[src/rtl/bcd_pkg.sv]
// Shared BCD digit width, segment constants and the BCD to seven-segment encoder.
package bcd_pkg;

    localparam int unsigned BCD_W = 4;
    localparam int unsigned SEG_W = 7;

    localparam logic [SEG_W-1:0] SEG_BLANK = 7'b000_0000;

    // Segment order a..g maps to bits 6..0, active-high.
    function automatic logic [SEG_W-1:0] seg7(input logic [BCD_W-1:0] bcd);
        logic [SEG_W-1:0] s;
        s = SEG_BLANK;
        case (bcd)
            4'd0:    s = 7'b111_1110;
            4'd1:    s = 7'b011_0000;
            4'd2:    s = 7'b110_1101;
            4'd3:    s = 7'b111_1001;
            4'd4:    s = 7'b011_0011;
            4'd5:    s = 7'b101_1011;
            4'd6:    s = 7'b101_1111;
            4'd7:    s = 7'b111_0000;
            4'd8:    s = 7'b111_1111;
            4'd9:    s = 7'b111_1011;
            default: s = SEG_BLANK;
        endcase
        return s;
    endfunction

endpackage

[src/rtl/bcd_digit.sv]
// One BCD digit register; steps only when every lower digit is at its rollover value.
module bcd_digit
    import bcd_pkg::*;
(
    input  logic             clk,
    input  logic             rst,
    input  logic             load,
    input  logic [BCD_W-1:0] load_val,
    input  logic             inc,
    input  logic             dec,
    input  logic             carry_in,
    input  logic             borrow_in,
    output logic [BCD_W-1:0] digit,
    output logic             all9,
    output logic             all0
);

    logic [BCD_W-1:0] digit_next;

    // carry_in/borrow_in mean "all lower digits are 9 / 0"; extend the chain through this digit.
    always_comb begin
        all9 = carry_in  && (digit == BCD_W'(9));
        all0 = borrow_in && (digit == BCD_W'(0));
    end

    always_comb begin
        digit_next = digit;
        if (load) begin
            digit_next = (load_val > BCD_W'(9)) ? BCD_W'(0) : load_val;
        end else if (inc && carry_in) begin
            digit_next = (digit == BCD_W'(9)) ? BCD_W'(0) : digit + BCD_W'(1);
        end else if (dec && borrow_in) begin
            digit_next = (digit == BCD_W'(0)) ? BCD_W'(9) : digit - BCD_W'(1);
        end
    end

    always_ff @(posedge clk) begin
        if (rst) begin
            digit <= '0;
        end else begin
            digit <= digit_next;
        end
    end

endmodule

[src/rtl/bcd_updown_counter.sv]
// N-digit BCD up/down counter with parallel load, wrap/load-error pulses and
// registered seven-segment outputs trailing count by one cycle.
module bcd_updown_counter
    import bcd_pkg::*;
#(
    parameter int unsigned DIGITS = 3,
    parameter bit          LZB    = 1'b0
) (
    input  logic                    clk,
    input  logic                    rst,
    input  logic                    enb,
    input  logic                    up,
    input  logic                    load,
    input  logic [BCD_W*DIGITS-1:0] load_val,
    output logic [BCD_W*DIGITS-1:0] count,
    output logic                    wrap,
    output logic                    load_err,
    output logic [SEG_W*DIGITS-1:0] seg
);

    localparam int unsigned CNT_W = BCD_W * DIGITS;
    localparam int unsigned SEG_TW = SEG_W * DIGITS;

    logic [DIGITS:0]   carry;
    logic [DIGITS:0]   borrow;
    logic [DIGITS-1:0] all9;
    logic [DIGITS-1:0] all0;
    logic              inc_c;
    logic              dec_c;
    logic              bad_load_c;
    logic              wrap_c;

    always_comb begin
        inc_c = enb && up;
        dec_c = enb && !up;
    end

    assign carry[0]  = 1'b1;
    assign borrow[0] = 1'b1;

    for (genvar g = 0; g < DIGITS; g++) begin : g_digit
        bcd_digit u_digit (
            .clk       (clk),
            .rst       (rst),
            .load      (load),
            .load_val  (load_val[g*BCD_W +: BCD_W]),
            .inc       (inc_c),
            .dec       (dec_c),
            .carry_in  (carry[g]),
            .borrow_in (borrow[g]),
            .digit     (count[g*BCD_W +: BCD_W]),
            .all9      (all9[g]),
            .all0      (all0[g])
        );
        assign carry[g+1]  = all9[g];
        assign borrow[g+1] = all0[g];
    end

    always_comb begin
        bad_load_c = 1'b0;
        for (int i = 0; i < int'(DIGITS); i++) begin
            if (load_val[i*BCD_W +: BCD_W] > BCD_W'(9)) begin
                bad_load_c = 1'b1;
            end
        end
        wrap_c = !load && enb && (up ? carry[DIGITS] : borrow[DIGITS]);
    end

    // Leading-zero blanking scans from the most significant digit down; digit 0 always shows.
    function automatic logic [SEG_TW-1:0] render(input logic [CNT_W-1:0] value);
        logic [SEG_TW-1:0] s;
        logic [BCD_W-1:0]  d;
        logic              lead;
        s    = '0;
        lead = 1'b1;
        for (int i = int'(DIGITS) - 1; i >= 0; i--) begin
            d    = value[i*BCD_W +: BCD_W];
            lead = lead && (d == BCD_W'(0));
            if (LZB && (i != 0) && lead) begin
                s[i*SEG_W +: SEG_W] = SEG_BLANK;
            end else begin
                s[i*SEG_W +: SEG_W] = seg7(d);
            end
        end
        return s;
    endfunction

    always_ff @(posedge clk) begin
        if (rst) begin
            wrap     <= 1'b0;
            load_err <= 1'b0;
            seg      <= render('0);
        end else begin
            wrap     <= wrap_c;
            load_err <= load && bad_load_c;
            seg      <= render(count);
        end
    end

endmodule
[config.mk]
export PLATFORM = sky130hd
export DESIGN_NAME = bcd_updown_counter
export DESIGN_NICKNAME = d
export VERILOG_FILES = /design/src/rtl/bcd_pkg.sv /design/src/rtl/bcd_digit.sv /design/src/rtl/bcd_updown_counter.sv
export SDC_FILE = /design/constraint.sdc
export NUM_CORES = 1
export LEC_CHECK = 0
export CAP_MARGIN = 20
export CORE_ASPECT_RATIO = 1.5
export CORE_UTILIZATION = 50
export CTS_BUF_LIST = sky130_fd_sc_hd__clkbuf_8
export DETAILED_ROUTE_END_ITERATION = 10
export PLACE_DENSITY_LB_ADDON = 0.12
export SYNTH_ARGS = -nofsm -noshare
export SYNTH_HDL_FRONTEND = slang
export SYNTH_SLANG_ARGS = --single-unit
[constraint.sdc]
create_clock -name clk -period 3.83 [get_ports clk]
set_input_delay 0.766 -clock clk [delete_from_list [all_inputs] [get_ports clk]]
set_output_delay 0.766 -clock clk [all_outputs]
set_load 0.02 [all_outputs]
; Word level (Yosys, flattened, before mapping)
; Memories as Yosys holds them, arrays and structs flattened. A register that Yosys moved wholly into a read port is not among the register bits.
; Index checks and enable logic that the tools add are counted.
[classes]
n_addsub = 6
magnitude_cmp = 3
eq_ne = 3
muxes = 22
n_reduce_logical = 21
[op_table]
columns = operator, count
row1 = two-way mux 4 bit, 18
row2 = logical AND 1 bit, 13
row3 = "adder 4 x 1 -> 4 bit, second input constant", 3
row4 = "equality test 4 bit, second input constant", 3
row5 = "greater-than comparator 4 bit, second input constant", 3
row6 = zero test 4 bit, 3
row7 = "subtractor 4 x 1 -> 4 bit, second input constant", 3
row8 = nonzero test 3 bit, 3
row9 = two-way mux 1 bit, 4
row10 = zero test 1 bit, 2
[word_totals]
register_bits = 14
mem_bits_ro = 336
in_bits = 17
output_inout_bits = 35
n_memories = 3
[memory_table]
columns = memory, words, word_bits, read_ports, rd_clocked_by_memory_dff, write_ports, line_no
row1 = (no name shown), 16, 7, 1, 1, 0, bcd_pkg.sv:13  ; case (bcd)
row2 = (no name shown), 16, 7, 1, 1, 0, bcd_pkg.sv:13
row3 = (no name shown), 16, 7, 1, 1, 0, bcd_pkg.sv:13

; Longest topological paths before layout
[logic_depth]
ltp_word = 6
depth_mapped = 8
mapped_depth_nobuf = 7

; Cells and area by module
; From an unflattened synthesis, not the netlist that was laid out.
[unflattened]
hier_cells = 261
hier_area_um2 = 2292.2
[modules_own_cells]
columns = mod, n_inst, cells_each, area_each_um2, seq_area_each_um2
row1 = bcd_updown_counter, 1, 123, 1169.9, 460.4
row2 = bcd_digit, 3, 46, 374.1, 80.1

; Worst setup path before layout
; OpenSTA, ideal clock, no wires.
[synth_timing]
kind = flip-flop to flip-flop
startpoint = register g_digit[0].u_digit.digit[1]
endpoint = register g_digit[1].u_digit.digit[2]
setup_time_ns = 0.074
arrival_ns = 2.272
t_required_ns = 3.756
setup_slack_ns = 1.484
path_stages_with_launch = 9
n_path_buf = 1
synth_period_minus_slack_ns = 2.346
path_cell_list = dfxtp_1 inv_1 ha_1 clkbuf_2 and4b_1 nand2_1 mux4_2 or2_0 a31oi_1
[synth_via]
elab_chain_cells = 4
[synth_lines]
columns = element, line_no
row1 = "start, declared", bcd_digit.sv:13  ; output logic [BCD_W-1:0] digit,
row2 = "start signal, assigned", bcd_digit.sv:41  ; digit <= digit_next;
row3 = equality test 4 bit, bcd_digit.sv:22  ; all9 = carry_in && (digit == BCD_W'(9));
row4 = logical AND 1 bit, bcd_digit.sv:30  ; end else if (inc && carry_in) begin
row5 = two-way mux 4 bit, bcd_digit.sv:30
row6 = two-way mux 4 bit, bcd_digit.sv:28  ; if (load) begin
row7 = "end signal, assigned", bcd_digit.sv:41
row8 = "end, declared", bcd_digit.sv:13
; Parallel ways exist; a longest one is shown, timed or not.
; A chain may end at the register's enable or synchronous reset.

; Worst setup path in the final report
[layout_timing]
startpoint = input port up
endpoint = register g_digit[2].u_digit.digit[2]
[layout_via]
elab_chain_cells = 4
[layout_lines]
columns = element, line_no
row1 = "start, declared", bcd_updown_counter.sv:12  ; input logic up,
row2 = logical AND 1 bit / zero test 1 bit (equally long branches), "bcd_updown_counter.sv:34, bcd_updown_counter.sv:35"
row3 = "logical AND 1 bit, on equally long branches", "bcd_digit.sv:30, bcd_updown_counter.sv:35"
row4 = two-way mux 4 bit / logical AND 1 bit (equally long branches), "bcd_digit.sv:30, bcd_digit.sv:32"
row5 = two-way mux 4 bit / nonzero test 3 bit (equally long branches), n/a
row6 = "end signal, assigned", bcd_digit.sv:41
row7 = "end, declared", bcd_digit.sv:13
; Parallel ways exist; a longest one is shown, timed or not.

==> flow_metrics.py <==
metrics = {
    "cells_and_area": {
        "drive_above_1_share_pct": 4.48,
        "syn_to_final_growth_pct": 26.6,
        "antenna_cells": 0,
        "postLayoutCoreUtil_pct": 67.3,
        "nNetsFinal": 374,
        "stdcell_count": 381,
        "nFillCells": 367,
    },
    "pwr": {
        "powerDensity_nw_per_um2": 344,
        "total_power_w": 0.00100,
        "power_frac_seq_pct": 43.4,
        "leakage_nw": 1.12,
        "switching_share_pct": 34.3,
        "max-vdd-ir-drop_v": 0.000304,
        "clkPwrFrac_pct": 27.7,
        "pwr-share-comb_pct": 28.9,
        "power_switching_w": 0.000344,
        "internal_power_w": 0.000657,
    },
    "global_route": {
        "grt_start_max_net_pins": 26,
        "grt_first_pass_wirelength_um": 9470,
        "grt_use_total_pct": 24.6,
        "first_global_vias": 2051,
        "antenna_found_initial": 0,
        "grt_overflow_total": 0,
    },
    "die": {
        "die_height_um": 85.0,
        "dieArea_um2": 4880,
        "initial_core_util_pct": 53.2,
        "core-area_um2": 4320,
        "ioPinCount": 52,
        "rows": 29,
        "die_w_um": 57.3,
    },
    "setup_path": {
        "reg2reg_to": "g_digit[1].u_digit.digit[2]$_SDFFE_PP0P_",
        "cp_slowest_cell": "clkdlybuf4s50_1",
        "cp_max_fo": 15,
        "reg2reg_setup_slack_ns": 1.32,
        "start_kind": "input pin",
        "reg2reg_from": "g_digit[0].u_digit.digit[1]$_SDFFE_PP0P_",
        "cp.buffers_inverters": 1,
        "critPathRequiredTime_ns": 4.07,
        "path_class": "in -> reg",
        "end_kind": "flip-flop",
        "max_stage_delay_ns": 0.77,
        "critPathTopFamily": "simple AND/OR/NAND/NOR gates",
        "cp_data_arrival_time_ns": 2.89,
        "worstPathCellList": "clkdlybuf4s50_1 > nand4b_1 > or4b_4 > nor3b_1 > o21ai_0 > a21oi_1",
        "rr_worst_depth": 7,
    },
    "drt": {
        "vias": 2259,
        "viasPerCell": 5.93,
        "routedWlPerCell_um": 15.1,
        "drtIter0Drc": 88,
        "ant_nets": 0,
        "drt-pass1-iter-count": 9,
        "drc": 3,
        "drt-total-wl_um": 5740,
    },
    "clock_network": {
        "cts_root_buf": "clkbuf_8",
        "post_cts_buffers": 0,
        "cts.clk_slew.worst_paths_ns": 0.08,
        "htreeDepth": 2,
        "numCtsBuffers": 5,
        "cts.repair.resized": 0,
        "clock_sinks": 35,
        "postCtsHoldBufs": 0,
        "clk_latency_ns": 0.30,
        "clockBufferDepth": 2,
        "cts_tree": "yes",
    },
    "min_path": {
        "hold_path_depth": 1,
        "hold_path_class": "reg -> reg",
        "min_from": "g_digit[1].u_digit.digit[3]$_SDFFE_PP0P_",
        "worstHoldEndpoint": "seg[8]$_SDFF_PP1_",
    },
    "sta": {
        "finalCriticalPeriod_ns": 2.65,
        "setup_viol": 0,
        "fin_tns_setup_ns": 0,
        "finalMaxSlewViolations": 0,
        "skew_ns": 0.00881,
        "grt_setup_unrepaired": "false",
        "tightest_slew_ns": 0.963,
        "hold_violations": 0,
        "period_share_pct": 69.3,
        "slew_headroom_pct": 35.6,
        "fmax_ghz": 0.377,
    },
    "logic_synthesis": {
        "synth_seq_cells": 35,
        "synthesis.area_um2": 2300,
        "yosysUniqueCellTypes": 49,
        "synth-edff-count": 0,
        "synthFlopType": "dfxtp_1",
        "yosysTopAreaCell": "dfxtp_1",
        "synth_warnings": 0,
        "async_flop_share_pct": 0,
        "yosysTopAreaCellShare_pct": 30.5,
        "syn_nets": 330,
        "syn_inst": 290,
        "synthTopCellsByArea": "dfxtp_1 (31%), ha_1 (13%), nor2_1 (5.9%), o21ai_0 (5.7%), a21oi_1 (4.1%)",
        "avgSynthCellArea_um2": 7.92,
        "synth_seq_area_share_pct": 30.5,
    },
    "status": {
        "violations": "design-rule violations",
        "status": "finished, violations left",
    },
    "place": {
        "place.gp.congestion": 0.838,
        "port_buffers": 51,
        "dp_hpwl_um": 3990,
        "dp.cells": 373,
    },
    "flow_run": {
        "maxCapViolCount": 0,
    },
}
[cells by family (layout without fill, tap and decap cells)]
| family | Yosys count | after routing | share of synthesized area, % |
|---|---|---|---|
| DFF | 35 | 35 | 30.5 |
| muxes | 7 | 7 | 3.59 |
| and+or+nand+nor | 100 | 100 | 21.7 |
| adders and majority gates | 23 | 23 | 12.5 |
| buffers and inverters | 35 | 80 | 6.10 |
| AOI/OAI and AO/OA | 90 | 90 | 25.6 |
[how the worst max path moves through the flow]
stage                                                         from                                  endpoint  slack (ns)  cells past startpoint
after floorplan           g_digit[0].u_digit.digit[1]$_SDFFE_PP0P_  g_digit[1].u_digit.digit[2]$_SDFFE_PP0P_        1.48                      8
after global placement                                          up  g_digit[2].u_digit.digit[1]$_SDFFE_PP0P_        0.98                      6
after detailed placement                                        up  g_digit[2].u_digit.digit[1]$_SDFFE_PP0P_        0.91                      6
after CTS                                                       up  g_digit[2].u_digit.digit[2]$_SDFFE_PP0P_        1.22                      6
after global routing                                            up  g_digit[2].u_digit.digit[3]$_SDFFE_PP0P_        1.02                      6
final                                                           up  g_digit[2].u_digit.digit[2]$_SDFFE_PP0P_        1.18                      6
[area by class of cell]
cell class	instances	area, µm²	share of cell area, %
inverters	17	63.8	2.19
well taps	46	57.6	1.98
multi-input cells	220	1460	50.1
flip-flops and latches	35	701	24.1
clock buffers	5	68.8	2.37
clock inverters	3	20.0	0.688
repair buffers	55	541	18.6
[placed cells by master (no fill, tap or decap), drive strengths merged, types with 5 or more instances in the layout]
master and count:
clkdlybuf4s50 51, nor2 36, dfxtp 35, o21ai 26
ha 23, nand2 21, a21oi 19, inv 17
nand3 9, nor3 7, mux2i 6, a21o 6
a31oi 6, nor2b 5, nand3b 5, clkbuf 5
[cell usage after synthesis, types with 2 or more instances]
cell type  instances
nand2_1           21
nand4b_1           3
clkbuf_1          12
a211o_1            4
o21ai_0           26
a311oi_1           4
o311ai_0           2
a31oi_1            6
nand2b_1           3
dfxtp_1           35
mux2i_1            6
a21o_1             6
inv_1             17
o31ai_1            2
nor3b_1            3
nand3_1            9
nor2_1            36
ha_1              23
nand3b_1           5
o211ai_1           4
a21oi_1           19
a32o_1             2
buf_2              3
a211oi_1           3
nor3_1             7
o21a_1             2
nor2b_1            5
[registers in the layout, indices dropped and copies added, names as in the netlist]
signal	cells
load_err	1
g_digit.u_digit.digit	12
seg	21
wrap	1
[power by group through the flow]
stage                     clock network (W)  logic, W  registers, W
after floorplan                           0  0.000153      0.000460
after global placement                    0  0.000285      0.000442
after detailed placement                  0  0.000287      0.000442
after CTS                          0.000279  0.000289      0.000434
after global routing               0.000292  0.000317      0.000440
final                              0.000277  0.000290      0.000434
[stage by stage]
step | setup slack (ns) | area [µm²] | hold slack [ns]
after CTS | 1.22 | 2910 | 0.667
after floorplan | 1.48 | 2300 | 0.669
after global routing | 1.02 | 2910 | 0.700
final | 1.18 | 2910 | 0.663
after detailed placement | 0.913 | 2820 | 0.637
after global placement | 0.978 | 2820 | 0.632
[layer usage]
layer,vias up,track usage (%),share of wire [%]
met5,-,0,0
met4,0,11.5,1.8
met3,8,3.81,3.8
met2,63,43.4,51
met1,1064,28.3,43
li1,1124,-,-
[worst reg2reg max path: stages (launching register included)]
cell and delay (ns):
dfxtp_1 0.60, inv_1 0.20, ha_1 0.32, and4b_1 0.24, nand2_1 0.20, mux4_2 0.52
or2_0 0.21, a31oi_1 0.13
(Power assumes the default switching activity.)
==> patch, RTL diff (config.mk and constraints unchanged) <==
Register the inputs `enb`, `up`, `load` and `load_val` before use, without a reset. The logic sees them one clock later.
--- a/src/rtl/bcd_updown_counter.sv
+++ b/src/rtl/bcd_updown_counter.sv
@@ -23,2 +23,14 @@
 
+    logic enb_q;
+    logic up_q;
+    logic load_q;
+    logic [BCD_W*DIGITS-1:0] load_val_q;
+
+    always_ff @(posedge clk) begin
+        enb_q      <= enb;
+        up_q       <= up;
+        load_q     <= load;
+        load_val_q <= load_val;
+    end
+
     logic [DIGITS:0]   carry;
@@ -33,4 +45,4 @@
     always_comb begin
-        inc_c = enb && up;
-        dec_c = enb && !up;
+        inc_c = enb_q && up_q;
+        dec_c = enb_q && !up_q;
     end
@@ -44,4 +56,4 @@
             .rst       (rst),
-            .load      (load),
-            .load_val  (load_val[g*BCD_W +: BCD_W]),
+            .load      (load_q),
+            .load_val  (load_val_q[g*BCD_W +: BCD_W]),
             .inc       (inc_c),
@@ -61,3 +73,3 @@
         for (int i = 0; i < int'(DIGITS); i++) begin
-            if (load_val[i*BCD_W +: BCD_W] > BCD_W'(9)) begin
+            if (load_val_q[i*BCD_W +: BCD_W] > BCD_W'(9)) begin
                 bad_load_c = 1'b1;
@@ -65,3 +77,3 @@
         end
-        wrap_c = !load && enb && (up ? carry[DIGITS] : borrow[DIGITS]);
+        wrap_c = !load_q && enb_q && (up_q ? carry[DIGITS] : borrow[DIGITS]);
     end
@@ -94,3 +106,3 @@
             wrap     <= wrap_c;
-            load_err <= load && bad_load_c;
+            load_err <= load_q && bad_load_c;
             seg      <= render(count);
Check against the original RTL: not equivalent (Yosys sat finds a counterexample within 4 cycles, from zero or initial values and one cycle with rst high).
==> patch against the unedited design <==
  * Worst setup slack better by 0.23 ns
  * Clock power is 13% higher
  * Worst hold slack worse by 0.18 ns
  * Clock skew is 0.0014 ns lower
  * Synthesized area is 11% higher
  * Cell area is 9.0% higher
  * Power is 22% higher
  * Sequential cell count is 15 higher
  * Wire length is 2.2% higher
==> patch: results (changes against the unedited design) <==
stage;metric;value;unit;change
outcome;status;finished, final reports clean;;was finished, violations left
detailed_routing;Starting DRT DRC Count;83;;was 88
placement;Placed Instance Area;3080;µm²;was 2820 µm²
detailed_routing;DRT Pass-1 Iters;4;;was 9
logic_synthesis;Seq/Total Area, Yosys;39.4;%;was 30.5%
layout;share of cells above drive strength 1;4.07;%;was 4.48%
critical_path;crit-path max cell delay;0.70;ns;was 0.77 ns
detailed_routing;Vias;2339;;was 2,259
layout;biggest regs;seg x21, g_digit.u_digit.digit x12, load_val_q x12;;was seg x21, g_digit.u_digit.digit x12
layout;# fillers;435;;was 367
min_path;Worst Hold Launch;load_val_q[0];;was g_digit[1].u_digit.digit[3]
detailed_routing;wire length on met2;3130;µm;was 2960 µm
placement;routability congestion estimate;0.973;;was 0.838
global_routing;largest net degree at the start of global routing;25;;was 26
layout;Final nets;383;;was 374
global_routing;gr usage total;23.4;%;was 24.6%
placement;DP HPWL;4150;µm;was 3990 µm
sta;clock skew;0.00743;ns;was 0.00881 ns
critical_path;Worst Path Arrival;1.66;ns;was 2.89 ns
pwr;maximum VDD drop;0.000231;V;was 0.000304 V
sta;setup_tns;0;ns;unchanged
logic_synthesis;Synth area leaders;dfxtp_1 39%, ha_1 11%, nand2_1 5.8%;;was dfxtp_1 31%, ha_1 13%, nor2_1 5.9%
detailed_routing;met1 wire length;2300;µm;was 2460 µm
detailed_routing;metal3 WL;253;µm;was 218 µm
critical_path;Critical Path Start;g_digit[2].u_digit.digit[3];;was up
placement;Placement Setup Slack;1.55;ns;was 0.913 ns
critical_path;Worst Path Max Fanout;18;;was 15
global_routing;global-route wire length before repair;9610;µm;was 9470 µm
## patch: cell count changes after synthesis, moves of 4 or more
cell and change:
mux2i_1 -6, nand2_1 +18, dfxtp_1 +15, o211ai_1 -4, a21o_1 -5, nor2_1 -16, nand3b_1 -4
## patch: metal layers
metal / up-vias / global-route usage [%]
li1: 1137 / -
met1: 1096 / 25.8
met2: 87 / 42.6
met3: 19 / 3.47
met4: 0 / 11.0
met5: - / 0
## patch: final cells by class
class	count	area share (%)
sequential	50	31.6
clock inverter	2	0.276
clock buffer	6	2.61
inverter	20	2.37
tap	66	2.61
multi-input combinational	213	44.0
timing repair buffer	53	16.6
## patch: stage by stage
step | utilization, % | std cells
finish | 65.4 | 410
global placement | 63.5 | 402
CTS | 65.4 | 410
detailed placement | 63.5 | 402
global route | 65.4 | 410
floorplan | - | 298
## patch: path summary, 6_finish.rpt
kind	end	slack [ns]	cells past startpoint
max	count[11]	1.41	1
min reg2reg	g_digit[0].u_digit.digit[0]	0.48	2
max reg2reg	g_digit[2].u_digit.digit[2]	1.51	7
min	g_digit[0].u_digit.digit[0]	0.48	2
## patch: logic make-up after synthesis
family | count (synthesis) | share of synthesized area (%)
muxes | 1 | 0.887
AOI/OAI and AO/OA | 86 | 22.2
adders and majority gates | 23 | 11.3
and+or+nand+nor | 99 | 19.1
DFF | 50 | 39.4
buffers and inverters | 35 | 5.67
xor gates and xnor gates | 4 | 1.38
## patch: power by group
group | switching [µW] | internal, µW | leakage (µW)
Clock | 169 | 143 | 0.0000524
Combinational | 154 | 142 | 0.000845
Sequential | 50.4 | 561 | 0.000415
Total | 374 | 846 | 0.00131
